`src/rtl/mc_control_fsm.sv`:
```
// Multi-cycle Moore control sequencer for the single-ALU MIPS-subset datapath.
// Optional feature: define MC_CTRL_BNE_EN to decode opcode 5 (bne) as an inverted-zero branch.
module mc_control_fsm #(
  parameter int CNT_W = 16
) (
  input  logic             clk,
  input  logic             rst,
  input  logic             run,
  input  logic [31:0]      instr,
  input  logic             mem_ready,
  output logic             pc_write,
  output logic             pc_write_cond,
  output logic             branch_ne,
  output logic             iord,
  output logic             mem_read,
  output logic             mem_write,
  output logic             ir_write,
  output logic             reg_write,
  output logic             reg_dst,
  output logic             mem_to_reg,
  output logic             alu_src_a,
  output logic [1:0]       alu_src_b,
  output logic [1:0]       aluop,
  output logic [1:0]       pc_source,
  output logic [3:0]       state,
  output logic             done,
  output logic             trap,
  output logic [CNT_W-1:0] instr_count
);

  localparam logic [3:0] S_IDLE     = 4'd0;
  localparam logic [3:0] S_FETCH    = 4'd1;
  localparam logic [3:0] S_DECODE   = 4'd2;
  localparam logic [3:0] S_MEM_ADDR = 4'd3;
  localparam logic [3:0] S_MEM_RD   = 4'd4;
  localparam logic [3:0] S_MEM_WB   = 4'd5;
  localparam logic [3:0] S_MEM_WR   = 4'd6;
  localparam logic [3:0] S_R_EXEC   = 4'd7;
  localparam logic [3:0] S_R_WB     = 4'd8;
  localparam logic [3:0] S_BRANCH   = 4'd9;
  localparam logic [3:0] S_JUMP     = 4'd10;
  localparam logic [3:0] S_TRAP     = 4'd11;

  localparam logic [5:0] OP_R   = 6'd0;
  localparam logic [5:0] OP_J   = 6'd2;
  localparam logic [5:0] OP_BEQ = 6'd4;
  localparam logic [5:0] OP_LW  = 6'd35;
  localparam logic [5:0] OP_SW  = 6'd43;
`ifdef MC_CTRL_BNE_EN
  localparam logic [5:0] OP_BNE = 6'd5;
`endif

  logic [3:0]       state_q, state_d;
  logic [5:0]       opcode_q, opcode_d;
  logic             trap_q, trap_d;
  logic [CNT_W-1:0] count_q, count_d;

  // Only the opcode field of the instruction word steers sequencing.
  logic unused_instr_bits;
  assign unused_instr_bits = ^instr[25:0];

  always_ff @(posedge clk) begin
    if (rst) begin
      state_q  <= S_IDLE;
      opcode_q <= 6'd0;
      trap_q   <= 1'b0;
      count_q  <= '0;
    end else begin
      state_q  <= state_d;
      opcode_q <= opcode_d;
      trap_q   <= trap_d;
      count_q  <= count_d;
    end
  end

  always_comb begin
    state_d  = state_q;
    opcode_d = opcode_q;
    case (state_q)
      S_IDLE:   if (run) state_d = S_FETCH;
      S_FETCH: begin
        if (mem_ready) begin
          opcode_d = instr[31:26];
          state_d  = S_DECODE;
        end
      end
      S_DECODE: begin
        case (opcode_q)
          OP_R:         state_d = S_R_EXEC;
          OP_LW, OP_SW: state_d = S_MEM_ADDR;
          OP_BEQ:       state_d = S_BRANCH;
`ifdef MC_CTRL_BNE_EN
          OP_BNE:       state_d = S_BRANCH;
`endif
          OP_J:         state_d = S_JUMP;
          default:      state_d = S_TRAP;
        endcase
      end
      S_MEM_ADDR: state_d = (opcode_q == OP_LW) ? S_MEM_RD : S_MEM_WR;
      S_MEM_RD:   if (mem_ready) state_d = S_MEM_WB;
      S_R_EXEC:   state_d = S_R_WB;
      S_MEM_WB, S_R_WB, S_BRANCH, S_JUMP: state_d = run ? S_FETCH : S_IDLE;
      S_MEM_WR:   if (mem_ready) state_d = run ? S_FETCH : S_IDLE;
      S_TRAP:     state_d = S_TRAP;
      default:    state_d = S_IDLE;
    endcase
    trap_d  = trap_q | (state_d == S_TRAP);
    count_d = done ? count_q + {{(CNT_W-1){1'b0}}, 1'b1} : count_q;
  end

  // Moore decode; mem_ready only qualifies the FETCH strobes and the store retire.
  always_comb begin
    pc_write      = 1'b0;
    pc_write_cond = 1'b0;
    branch_ne     = 1'b0;
    iord          = 1'b0;
    mem_read      = 1'b0;
    mem_write     = 1'b0;
    ir_write      = 1'b0;
    reg_write     = 1'b0;
    reg_dst       = 1'b0;
    mem_to_reg    = 1'b0;
    alu_src_a     = 1'b0;
    alu_src_b     = 2'b00;
    aluop         = 2'b00;
    pc_source     = 2'b00;
    done          = 1'b0;
    case (state_q)
      S_FETCH: begin
        mem_read  = 1'b1;
        alu_src_b = 2'b01;
        ir_write  = mem_ready;
        pc_write  = mem_ready;
      end
      S_DECODE:   alu_src_b = 2'b11;
      S_MEM_ADDR: begin
        alu_src_a = 1'b1;
        alu_src_b = 2'b10;
      end
      S_MEM_RD: begin
        mem_read = 1'b1;
        iord     = 1'b1;
      end
      S_MEM_WB: begin
        reg_write  = 1'b1;
        mem_to_reg = 1'b1;
        done       = 1'b1;
      end
      S_MEM_WR: begin
        mem_write = 1'b1;
        iord      = 1'b1;
        done      = mem_ready;
      end
      S_R_EXEC: begin
        alu_src_a = 1'b1;
        aluop     = 2'b10;
      end
      S_R_WB: begin
        reg_write = 1'b1;
        reg_dst   = 1'b1;
        done      = 1'b1;
      end
      S_BRANCH: begin
        alu_src_a     = 1'b1;
        aluop         = 2'b01;
        pc_write_cond = 1'b1;
        pc_source     = 2'b01;
        done          = 1'b1;
`ifdef MC_CTRL_BNE_EN
        branch_ne     = (opcode_q == OP_BNE);
`endif
      end
      S_JUMP: begin
        pc_write  = 1'b1;
        pc_source = 2'b10;
        done      = 1'b1;
      end
      default: ;
    endcase
  end

  assign state       = state_q;
  assign trap        = trap_q;
  assign instr_count = count_q;

endmodule
```
`config.mk`:
```
export PLATFORM = sky130hd
export DESIGN_NAME = mc_control_fsm
export DESIGN_NICKNAME = d
export VERILOG_FILES = /design/src/rtl/mc_control_fsm.sv
export SDC_FILE = /design/constraint.sdc
export NUM_CORES = 1
export LEC_CHECK = 0
export CORE_AREA = 2 2 63 77
export DETAILED_ROUTE_END_ITERATION = 8
export DIE_AREA = 0 0 65 79
export GPL_TIMING_DRIVEN = 1
export PLACE_DENSITY = 0.79
export SLEW_MARGIN = 5
export SYNTH_ARGS = -nofsm -noshare
export SYNTH_HDL_FRONTEND = slang
export SYNTH_SLANG_ARGS = --single-unit
```
`constraint.sdc`:
```
create_clock -name clk -period 1.45 [get_ports clk]
set_input_delay 0.145 -clock clk [delete_from_list [all_inputs] [get_ports clk]]
set_output_delay 0.145 -clock clk [all_outputs]
set_load 0.02 [all_outputs]
```
==> results.py <==
metrics = {
    "drt": {
        "vias_per_cell": 4.89,
        "routed_wl_mm": 4.25,
        "drt_first_pass_iters": 4,
        "ant_nets": 0,
        "wl_per_cell_um": 12.8,
        "drtIter0Drc": 66,
        "vias": 1630,
        "drc": 0,
    },
    "cts": {
        "cts_sinks": 27,
        "cts_tree": "done",
        "clock_latency_ps": 280,
        "cts_max_path_buffers": 2,
        "root_buffer": "clkbuf_8",
        "h-tree-depth": 1,
        "clk_transition_reported_paths_ps": 90,
        "cts_buffers": 3,
    },
    "worst_setup_path": {
        "r2r-start": "opcode_q[4]$_SDFFE_PP0P_",
        "r2r_cells": 6,
        "cp.depth": 6,
        "cp_max_fo": 3,
        "crit_top_cell": "o21ai_1",
        "crit_buf_inv": 1,
        "endpoint": "state[2]$_SDFF_PP0_",
        "r2r_slack_ps": -140,
        "cp-start-kind": "flop",
        "cp.arrival_ps": 1790,
        "r2r_end": "state[2]$_SDFF_PP0_",
        "critPathMaxStageDelay_ps": 560,
        "critical_path_class": "flop to flop",
        "cpLargestDelayFamily": "simple AND/OR/NAND/NOR gates",
        "cp_cell_sequence": "or4_4, buf_4, nor3_4, o21ai_1, o21ai_1, nor3b_2",
        "crit_slowest_cell": "or4_4",
        "worstPathRequired_ps": 1650,
        "worstSetupStartpoint": "opcode_q[4]$_SDFFE_PP0P_",
        "endpoint_kind": "flop",
    },
    "cells_and_area": {
        "nets": 313,
        "n_antenna_cell": 0,
        "drive_above_1_share": 0.418,
        "layout_common_cells": "buf_4, nor2_1, dfxtp_1, nand2_1, buf_6",
        "design_area_mm2": 0.00266,
        "area_delta_synth_final_pct": 67.3,
        "final_common_cell": "buf_4",
    },
    "sta": {
        "drv_slew": 0,
        "tns_ps": -1480,
        "period_needed_ps": 1590,
        "setup_ws_ps": -140,
        "post-route-period-util": 1.10,
        "rsz0062_at_grt": "yes",
        "fin_skew_ps": 7.41,
        "finalHoldViolCount": 0,
        "setup_viol": 25,
        "max_freq_mhz": 629,
    },
    "synth": {
        "synth_flop_cell": "dfxtp_1",
        "syn_nets": 227,
        "synth.avg_cell_area_um2": 8.36,
        "seq_area_frac_synth": 0.340,
        "synth_edf_count": 0,
        "ys_async_sr_fraction": 0,
        "ys_ff_latch": 27,
        "yosys.cell_types.count": 49,
        "synth_area_mm2": 0.00159,
        "synthCells": 190,
        "yosysWarnings": 0,
    },
    "pwr": {
        "total_power_mw": 2.42,
        "combPwrFrac": 0.462,
        "p_leak_nw": 1.16,
        "p_clk_frac": 0.184,
        "swShare": 0.357,
        "switchingPower_uw": 865,
        "seq_power_share": 0.354,
        "ir_drop_uv": 389,
        "internal_power_mw": 1.56,
        "power.density_mw_per_mm2": 911,
    },
    "floorplanning": {
        "ios": 75,
        "dieArea_mm2": 0.00514,
        "initial_utilization": 0.359,
        "row_count": 27,
        "fp.dieH_um": 79,
        "fp.coreArea_mm2": 0.00443,
        "die_w_um": 65,
    },
    "place": {
        "placed_area_mm2": 0.00237,
        "dp_hpwl_mm": 3.06,
        "routabilityCongestion": 0.839,
        "io_buffers": 47,
    },
    "worst_hold_path": {
        "hold_path.class": "input port to flop",
        "hold_depth": 3,
    },
    "flow_run": {
        "cap_violations": 0,
    },
    "status": {
        "failed_checks": "negative setup slack",
        "status": "finished, violations left",
    },
    "global_routing": {
        "antenna_found_initial": 0,
        "grt_overflow": 0,
        "grtUsageTotal": 0.164,
        "grt_max_degree": 18,
        "grt_pass1_vias": 1562,
        "grt_first_pass_wirelength_mm": 6.82,
    },
}
-- power groups by stage --
stage / Clock, mW / Sequential [mW] / Combinational [mW]
finish: 0.446 / 0.856 / 1.12
global route: 0.489 / 0.865 / 1.20
CTS: 0.459 / 0.851 / 0.986
detailed placement: 0 / 0.866 / 1.01
global placement: 0 / 0.863 / 0.996
floorplan: 0 / 0.877 / 0.591
-- cell families after synthesis --
group                      Yosys count  share of synthesized area
and+or+nand+nor                     80                      0.276
AOI/OAI and AO/OA                   42                      0.178
DFF                                 27                      0.340
buffers and inverters               21                     0.0946
xor gates and xnor gates            16                     0.0883
muxes                                2                     0.0126
adders and majority gates            1                    0.00788
other                                1                    0.00236
-- worst register-to-register path: cells and delay by family (launching register included) --
family	cells	cell delay [ps]
flip-flops	1	320
buffers and inverters	1	170
AND/OR/NAND/NOR	3	840
AO/OA/AOI/OAI	2	190
-- area by class of cell --
cell class / instances / area, um2
clock buffers: 3 / 41.3
clock inverters: 1 / 8.76
fillers: 381 / 1770
inverters: 6 / 25.0
multi-input cells: 142 / 1110
flip-flops and latches: 27 / 554
well taps: 58 / 72.6
repair buffers: 96 / 842
-- layer usage --
metal | part of all wire | GRT usage | vias to the layer above
met3 | 0.020 | 0.00850 | 2
met4 | 0.0078 | 0.0574 | 0
met2 | 0.56 | 0.319 | 23
met5 | 0 | 0 | -
li1 | - | - | 826
met1 | 0.41 | 0.184 | 779
-- Yosys cell counts, types with 2 or more instances --
master	instances	area [um2]
nor3_1	4	20.0
buf_4	3	22.5
inv_1	5	18.8
o21ai_1	2	10.0
and2_1	4	25.0
xnor2_1	3	26.3
clkbuf_1	2	7.51
nand2_1	17	63.8
xor2_1	13	114
dfxtp_1	27	541
mux2i_1	2	20.0
nand4b_1	4	35.0
clkbuf_8	5	68.8
a21oi_1	12	60.1
nand2b_1	4	25.0
nand4_1	3	18.8
buf_2	3	15.0
o211ai_1	5	37.5
nor3b_1	3	22.5
o2111ai_1	4	35.0
a21oi_2	4	35.0
nor2_1	26	97.6
o21ai_0	8	40.0
and3_1	2	12.5
-- sequential cells by signal, summed over array words and instances (netlist names) --
| register | cells |
|---|---|
| instr_count | 16 |
| opcode_q | 6 |
| state | 4 |
| trap | 1 |
-- worst min-delay path by stage --
stage / from / to / slack, ps
after floorplan: instr[26] / opcode_q[0]$_SDFFE_PP0P_ / 280
after global placement: trap$_SDFF_PP0_ / trap$_SDFF_PP0_ / 450
after detailed placement: trap$_SDFF_PP0_ / trap$_SDFF_PP0_ / 470
after CTS: instr[26] / opcode_q[0]$_SDFFE_PP0P_ / 420
after global routing: instr[26] / opcode_q[0]$_SDFFE_PP0P_ / 420
final: instr[26] / opcode_q[0]$_SDFFE_PP0P_ / 420
-- what timing repair did --
item,CTS,global route
pin swaps,16,21
setup endpoints to repair,42,33
hold buffers,0,0
setup buffers,3,6
gates resized for setup,111,41
-- through the flow --
| stage | setup slack (ps) | hold WS [ps] | std cells | utilization |
|---|---|---|---|---|
| after CTS | -146 | 420 | 327 | 0.555 |
| after global placement | -407 | 451 | 320 | 0.535 |
| after detailed placement | -417 | 465 | 320 | 0.535 |
| after floorplan | -50.3 | 277 | 190 | - |
| final | -140 | 420 | 333 | 0.600 |
| after global routing | -282 | 423 | 333 | 0.600 |
No activity file was read; power rests on OpenSTA's default activity.
